`src/rtl/vga_timing_pkg.sv`:
```
// Timing boundaries and image geometry for the 640x480 block-scaled pixel pipe.
package vga_timing_pkg;

    // Horizontal boundaries in 100 MHz clocks (4 clocks per pixel)
    localparam logic [11:0] H_VIS_END    = 12'd2560;  // first front-porch clock
    localparam logic [11:0] H_SYNC_START = 12'd2624;  // first sync clock
    localparam logic [11:0] H_SYNC_END   = 12'd3008;  // first back-porch clock
    localparam int          H_TOTAL      = 3200;
    localparam logic [11:0] H_LAST       = 12'(H_TOTAL - 1);

    // Vertical boundaries in lines
    localparam logic [9:0]  V_VIS_END    = 10'd480;   // first front-porch line
    localparam logic [9:0]  V_SYNC_START = 10'd490;   // first sync line
    localparam logic [9:0]  V_SYNC_END   = 10'd492;   // first back-porch line
    localparam int          V_TOTAL      = 521;
    localparam logic [9:0]  V_LAST       = 10'(V_TOTAL - 1);

    // Image geometry: 128x96 image, each pixel replicated as a 5x5 screen block
    localparam logic [2:0]  BLOCK_SIZE   = 3'd5;
    localparam int          IMG_W        = 128;
    localparam int          IMG_H        = 96;
    localparam int          BLK_W        = 7;
    localparam int          ADDR_W       = 14;

endpackage

```
`src/rtl/vga_block_counter.sv`:
```
// Mod-5 prescaler feeding a block counter that holds at its top value
// until cleared; used once per screen axis.
module vga_block_counter
    import vga_timing_pkg::*;
#(
    parameter int MAX_BLK = IMG_W - 1
) (
    input  logic             clk,
    input  logic             reset,
    input  logic             advance,
    input  logic             clear,
    output logic [2:0]       sub,
    output logic [BLK_W-1:0] blk
);

    localparam logic [BLK_W-1:0] BLK_TOP = BLK_W'(MAX_BLK);
    localparam logic [2:0]       SUB_TOP = BLOCK_SIZE - 3'd1;

    // Clear wins over advance; the last block is held through blanking
    always_ff @(posedge clk or negedge reset) begin
        if (!reset) begin
            sub <= '0;
            blk <= '0;
        end else if (clear) begin
            sub <= '0;
            blk <= '0;
        end else if (advance) begin
            if (sub == SUB_TOP) begin
                sub <= '0;
                if (blk != BLK_TOP) blk <= blk + 1'b1;
            end else begin
                sub <= sub + 3'd1;
            end
        end
    end

    blk_in_range: assert property (@(posedge clk) disable iff (!reset) blk <= BLK_TOP);

endmodule

```
`src/rtl/vga_pixel_pipe.sv`:
```
// Two-stage VGA pixel pipe: decodes external H/V counters, walks a 128x96
// image at 5x magnification, and drives colour and syncs with equal latency.
module vga_pixel_pipe
    import vga_timing_pkg::*;
(
    input  logic              clk,
    input  logic              reset,
    input  logic [11:0]       H_counter,
    input  logic [9:0]        V_counter,
    output logic [ADDR_W-1:0] vram_addr,
    input  logic [2:0]        vram_rdata,
    output logic              VGA_R,
    output logic              VGA_G,
    output logic              VGA_B,
    output logic              VGA_HSYNC,
    output logic              VGA_VSYNC,
    output logic              frame_start
);

    logic             in_range, active, hs, vs;
    logic             line_end, frame_end, synced;
    logic             adv_x, clr_x, adv_y, clr_y;
    logic [2:0]       sub_x, sub_y;
    logic [BLK_W-1:0] blk_x, blk_y;
    logic             active_d1, active_d2;
    logic             hs_n_d1, vs_n_d1;

    // Out-of-range counters decode as fully idle: blanked, no sync, no advance
    assign in_range  = (H_counter <= H_LAST) && (V_counter <= V_LAST);
    assign active    = (H_counter < H_VIS_END) && (V_counter < V_VIS_END);
    assign hs        = in_range && (H_counter >= H_SYNC_START) && (H_counter < H_SYNC_END);
    assign vs        = in_range && (V_counter >= V_SYNC_START) && (V_counter < V_SYNC_END);
    assign line_end  = in_range && (H_counter == H_LAST);
    assign frame_end = line_end && (V_counter == V_LAST);

    // Counters stay parked at 0 after reset until a frame boundary is seen,
    // so a mid-frame release never produces a shifted image.
    assign adv_x = synced && in_range && (H_counter < H_VIS_END) && (H_counter[1:0] == 2'b11);
    assign clr_x = line_end;
    assign adv_y = synced && line_end && (V_counter < V_VIS_END);
    assign clr_y = frame_end;

    // Track whether the block counters are aligned to a frame
    always_ff @(posedge clk or negedge reset) begin
        if (!reset)         synced <= 1'b0;
        else if (frame_end) synced <= 1'b1;
    end

    vga_block_counter #(.MAX_BLK(IMG_W - 1)) u_cnt_x (
        .clk     (clk),
        .reset   (reset),
        .advance (adv_x),
        .clear   (clr_x),
        .sub     (sub_x),
        .blk     (blk_x)
    );

    vga_block_counter #(.MAX_BLK(IMG_H - 1)) u_cnt_y (
        .clk     (clk),
        .reset   (reset),
        .advance (adv_y),
        .clear   (clr_y),
        .sub     (sub_y),
        .blk     (blk_y)
    );

    // Stage 1: address to the image ROM plus the matching decode flags
    always_ff @(posedge clk or negedge reset) begin
        if (!reset) begin
            vram_addr   <= '0;
            active_d1   <= 1'b0;
            hs_n_d1     <= 1'b1;
            vs_n_d1     <= 1'b1;
            frame_start <= 1'b0;
        end else begin
            vram_addr   <= {blk_y, blk_x};
            active_d1   <= active;
            hs_n_d1     <= ~hs;
            vs_n_d1     <= ~vs;
            frame_start <= frame_end;
        end
    end

    // Stage 2: flags delayed to line up with the ROM's registered read data
    always_ff @(posedge clk or negedge reset) begin
        if (!reset) begin
            active_d2 <= 1'b0;
            VGA_HSYNC <= 1'b1;
            VGA_VSYNC <= 1'b1;
        end else begin
            active_d2 <= active_d1;
            VGA_HSYNC <= hs_n_d1;
            VGA_VSYNC <= vs_n_d1;
        end
    end

    // The ROM output register is the colour's second stage; only gating remains
    assign {VGA_R, VGA_G, VGA_B} = active_d2 ? vram_rdata : 3'b000;

    sub_in_range: assert property (@(posedge clk) disable iff (!reset)
        (sub_x < BLOCK_SIZE) && (sub_y < BLOCK_SIZE));

endmodule

```
`config.mk`:
```
export PLATFORM = sky130hd
export DESIGN_NAME = vga_pixel_pipe
export DESIGN_NICKNAME = d
export VERILOG_FILES = /design/src/rtl/vga_timing_pkg.sv /design/src/rtl/vga_block_counter.sv /design/src/rtl/vga_pixel_pipe.sv
export SDC_FILE = /design/constraint.sdc
export NUM_CORES = 1
export LEC_CHECK = 0
export BUFFER_PORTS_ARGS = -buffer_cell sky130_fd_sc_hd__buf_2
export CAP_MARGIN = 20
export CORE_MARGIN = 2
export CORE_UTILIZATION = 56
export CTS_CLUSTER_DIAMETER = 150
export CTS_CLUSTER_SIZE = 20
export DETAILED_ROUTE_END_ITERATION = 10
export PLACE_DENSITY_LB_ADDON = 0.15
export SLEW_MARGIN = 20
export SYNTH_ARGS = -nofsm -noshare
export SYNTH_HDL_FRONTEND = slang
export SYNTH_SLANG_ARGS = --single-unit
```
`constraint.sdc`:
```
create_clock -name clk -period 3.45 [get_ports clk]
set_input_delay 0.345 -clock clk [delete_from_list [all_inputs] [get_ports clk]]
set_output_delay 0.345 -clock clk [all_outputs]
set_load 0.01 [all_outputs]
```
# [Word level (Yosys, flattened, before mapping)]
# Cells that the tools add are included.
[totals] regBits=42 in_bits=27 out_inout_bits=20 elab_cells=70
[classes] addsub=4 magnitude_cmp=8 n_eq_ne=7 muxes=15 n_bitwise=2 n_reduce_logical=21
[op_table] cell="7-bit two-way mux" count=8
[op_table] cell="12-bit less-than comparator, second input constant" count=2
[op_table] cell="3-bit two-way mux" count=7
[op_table] cell="10-bit by 9-bit less-than comparator with 1-bit output, second input constant" count=2
[op_table] cell="7-bit by 1-bit adder with 7-bit output, second input constant" count=2
[op_table] cell="7-bit != test, second input constant" count=2
[op_table] cell="1-bit logical AND" count=13
[op_table] cell="12-bit equality test, second input constant" count=1
[op_table] cell="12-bit >= comparator, second input constant" count=1
[op_table] cell="12-bit less-or-equal comparator, second input constant" count=1
[op_table] cell="2-bit nonzero test" count=6
[op_table] cell="10-bit equality test, second input constant" count=1
[op_table] cell="10-bit by 9-bit >= comparator with 1-bit output, second input constant" count=1
[op_table] cell="10-bit less-or-equal comparator, second input constant" count=1
[op_table] cell="3-bit by 1-bit adder with 3-bit output, second input constant" count=2
[op_table] cell="3-bit equality test, second input constant" count=2
[op_table] cell="3-bit AND reduction" count=2
[op_table] cell="2-bit equality test, second input constant" count=1
[op_table] cell="1-bit NOT" count=2

# [Longest topological paths before layout]
[depth] word_depth=7 ltp_mapped=7 depth_no_buf=7

# [Cells and area by module]
# From an unflattened synthesis, not the netlist that was laid out.
[unflattened] hier_cells=171 hier_area_um2=1898.1
[modules_own_cells] mod="vga_pixel_pipe" n_inst=1 cells_each=55 area_per_inst_um2=780.7 seq_area_each_um2=555.5
[modules_own_cells] mod="vga_block_counter at u_cnt_x" n_inst=1 cells_each=59 area_per_inst_um2=579.3 seq_area_each_um2=250.2
[modules_own_cells] mod="vga_block_counter at u_cnt_y" n_inst=1 cells_each=57 area_per_inst_um2=538.0 seq_area_each_um2=250.2

# [Worst setup path before layout]
# No wires, ideal clock.
[synth_path] path_type="in2reg" startpoint="input port H_counter[9]" endpoint="register u_cnt_y.blk[3]" setup_ns=0.121 arrival_ns=1.910 t_required_ns=3.329 path_slack_ns=1.419 cell_stages=6 n_path_buf=1 path_cell_list="or3_1 -> or4_4 -> buf_6 -> nor4_2 -> xnor2_1 -> nor2_2"
[synth_between] elab_chain_cells=7 word_cells_on_any_way=12 classes_between="order compare (1); eq/ne (1); mux (1); reduce/logical (9)"
[synth_lines] element="start: declaration" line="vga_pixel_pipe.sv:8" source="input logic [11:0] H_counter,"
[synth_lines] element="12-bit less-or-equal comparator" line="vga_pixel_pipe.sv:29" source="assign in_range = (H_counter <= H_LAST) && (V_counter <= V_LAST);"
[synth_lines] element="1-bit logical AND" line="vga_pixel_pipe.sv:29"
[synth_lines] element="1-bit logical AND *" line="vga_pixel_pipe.sv:33" source="assign line_end = in_range && (H_counter == H_LAST);"
[synth_lines] element="1-bit logical AND (2 in a row)" line="vga_pixel_pipe.sv:40" source="assign adv_y = synced && line_end && (V_counter < V_VIS_END);"
[synth_lines] element="2-bit nonzero test (no line)"
[synth_lines] element="3-bit AND reduction (no line)"
[synth_lines] element="end signal: assignment" line="vga_block_counter.sv:30" source="if (blk != BLK_TOP) blk <= blk + 1'b1;"
[synth_lines] element="end: declaration" line="vga_block_counter.sv:13" source="output logic [BLK_W-1:0] blk"
# Mark *: on every way between the ends. The rest lies on a longest branch, timed or not.
# A chain may end at the register's enable or synchronous reset.

# [Final worst setup path]
[layout_path] startpoint="input port H_counter[9]" endpoint="register synced"
[layout_between] elab_chain_cells=4 word_cells_on_any_way=5 classes_between="order compare (1); eq/ne (1); reduce/logical (3)"
[layout_lines] element="12-bit less-or-equal comparator" line="vga_pixel_pipe.sv:29"
[layout_lines] element="1-bit logical AND" line="vga_pixel_pipe.sv:29"
[layout_lines] element="1-bit logical AND *" line="vga_pixel_pipe.sv:33"
[layout_lines] element="1-bit logical AND *" line="vga_pixel_pipe.sv:34" source="assign frame_end = line_end && (V_counter == V_LAST);"
[layout_lines] element="end signal: assignment" line="vga_pixel_pipe.sv:45" source="if (!reset) synced <= 1'b0;"
[layout_lines] element="end signal: assignment" line="vga_pixel_pipe.sv:46" source="else if (frame_end) synced <= 1'b1;"
[layout_lines] element="end: declaration" line="vga_pixel_pipe.sv:21" source="logic line_end, frame_end, synced;"
# Marks and branches as above.

==> flow_metrics.tcl <==
set metrics [dict create \
    yosysSeqAreaShare_pct 55.7 \
    rows 21 \
    syn_inst 166 \
    clkTransAtPathRegs_ns 0.13 \
    layout_common_cells "buf_2 (46), dfrtp_1 (38), nor2_1 (15)" \
    grt_max_degree 43 \
    worst_slew_pin_slew_ns 0.893 \
    gp_congestion 0.889 \
    initial_utilization_pct 57.7 \
    drc 0 \
    die_width_um 62.2 \
    worstSetupStartpointType "input pin" \
    ys.warnings.count 0 \
    via_per_inst 5.51 \
    pre_cts_ws_ns 0.931 \
    cts_root_buf "clkbuf_4" \
    async_reset_ff_share_pct 100 \
    required_ns 3.76 \
    ir_drop_uv 215 \
    slew-limit-headroom_pct 40.5 \
    insertion_delay_ns 0.35 \
    cts_hold_buf 0 \
    syn2layout_area_growth_pct 19.7 \
    power_leakage_nw 1.09 \
    hp-class "input pin to async pin" \
    antenna_found_initial 0 \
    drt_iter0_markers 85 \
    total_power_w 0.000929 \
    outcome "finished, final reports clean" \
    end_kind "flop" \
    numPortBuffers 46 \
    wire_per_inst_um 13.6 \
    max_freq_mhz 473 \
    post_cts_resized 0 \
    core_sq_um 3280 \
    maxCapViolCount 0 \
    layout-drive-gt1-share_pct 34.6 \
    cts_sinks 42 \
    final_common_cell "buf_2" \
    track_usage_pct 20.5 \
    final_util_pct 69.0 \
    post-route-worst-setup-slack_ns 1.33 \
    drv_slew 0 \
    synth_ff_type "dfrtp_1" \
    diodes 0 \
    cts_htree_levels 2 \
    ys_ff_latch 42 \
    hold_viol 0 \
    power_density_nw_per_um2 410 \
    grt-ovfl-total 0 \
    vias 1450 \
    critPathArrivalTime_ns 2.42 \
    clockBufferDepth 2 \
    layout.nets 249 \
    dieArea_sq_um 3860 \
    finalSetupViolations 0 \
    drt-pass1-iter-count 4 \
    yosys.cell_types.count 43 \
    grt_pass1_wl_mm 6.22 \
    fin_crit_ns 2.12 \
    finClkSkew_ns 0.00959 \
    io_pins 47 \
    reg2reg_depth 7 \
    dp_hpwl_mm 2.69 \
    grt_pass1_vias 1394 \
    cts_inserted_buffers 5 \
    synth_edf_count 0 \
    rsz0062_at_grt "no" \
    fin_crit_sh_pct 61.3 \
    synth_fp_nets 199 \
    path_max_fanout 12 \
    totalWireLength_mm 3.57 \
    die_y_um 62.2 \
    tns_ns 0 \
    synth_area_sq_um 1890 \
    detail-route-antenna-nets 0 \
    avgSynthCellArea_sq_um 11.4 \
    worstSetupPathType "input pin to flop" \
    cts_tree "built" \
    post-cts-setup-buffers 0 \
]
[report_power, final]
group           total, W  internal [W]  switching [W]
combinational  0.0000463     0.0000184      0.0000280
clock           0.000386      0.000227       0.000160
sequential      0.000496      0.000495    0.000000861
[per-stage QoR]
stage	instance area [sq um]	hold WS (ns)	std cells
2_1_floorplan	1890	0.0494	166
3_3_place_gp	2160	0.339	255
3_5_place_dp	2160	0.344	255
4_1_cts	2270	0.111	263
5_1_grt	2270	0.157	263
6_report	2270	0.106	263
[flip-flops by register name, indices dropped and copies added (netlist names)]
signal,count
u_cnt_y.blk,7
hs_n_d1,1
frame_start,1
active_d1,1
synced,1
u_cnt_x.blk,7
active_d2,1
u_cnt_y.sub,3
vram_addr,14
VGA_HSYNC,1
VGA_VSYNC,1
u_cnt_x.sub,3
vs_n_d1,1
[area by class of cell]
| class | count | area (sq um) |
|---|---|---|
| flip-flops and latches | 42 | 1060 |
| fillers | 254 | 1020 |
| multi-input cells | 115 | 795 |
| repair buffers | 46 | 230 |
| clock inverters | 3 | 68.8 |
| well taps | 46 | 57.6 |
| clock buffers | 5 | 37.5 |
| inverters | 6 | 22.5 |
[synthesized netlist by cell type, drive strengths merged (2+ instances only)]
master  count  area share, %
a21oi       6            1.6
and2        4            1.3
and3        2           0.66
and4        2           0.92
buf         3            1.1
dfrtp      38             50
dfstp       4            5.5
ha          6            4.0
inv         6            1.2
mux2i       3            1.6
nand2       8            1.6
nand3      12            3.2
nand4       7            2.3
nor2       19            4.3
nor3        5            1.8
nor4        4            2.6
nor4b       3            1.7
o21a        2           0.79
o21ai       5            1.3
or2         2           0.66
or3b        2           0.92
or4         2           0.99
xnor2       7            3.2
xor2        2           0.92
[cell families after synthesis]
group / Yosys count / synth area share (%)
simple gates: 75 / 24.3
flops: 42 / 55.7
compound gates: 21 / 7.33
xor+xnor: 9 / 4.16
buf+inv: 9 / 2.31
fa+ha+maj: 6 / 3.96
mux: 4 / 2.18
[per-layer routing]
layer,vias to the layer above,GRT usage [%],wire length (um)
li1,699,-,-
met5,-,0,0
met3,9,4.89,227
met2,55,34.1,1730
met4,0,8.61,62
met1,687,25.7,1550
[worst max-delay path, cell delays in order]
cell and delay, ns:
buf_2 0.11, or3_1 0.39, or4_4 0.65, nor2_1 0.70
or2_2 0.23
[worst paths after layout]
check	to	slack, ns	start
max	synced$_DFFE_PN0N_	1.33	H_counter[9]
max in group asynchronous	u_cnt_x.sub[2]$_DFFE_PN0P_	2.79	reset
min reg2reg	VGA_HSYNC$_DFF_PN1_	0.37	hs_n_d1$_DFF_PN1_
max reg2reg	u_cnt_x.blk[4]$_DFFE_PN0P_	1.47	u_cnt_x.sub[0]$_DFFE_PN0P_
min	vram_addr[2]$_DFF_PN0_	0.11	reset
min in group clk	vs_n_d1$_DFF_PN1_	0.18	V_counter[1]
Note: power is estimated with default switching activity, not from simulation.
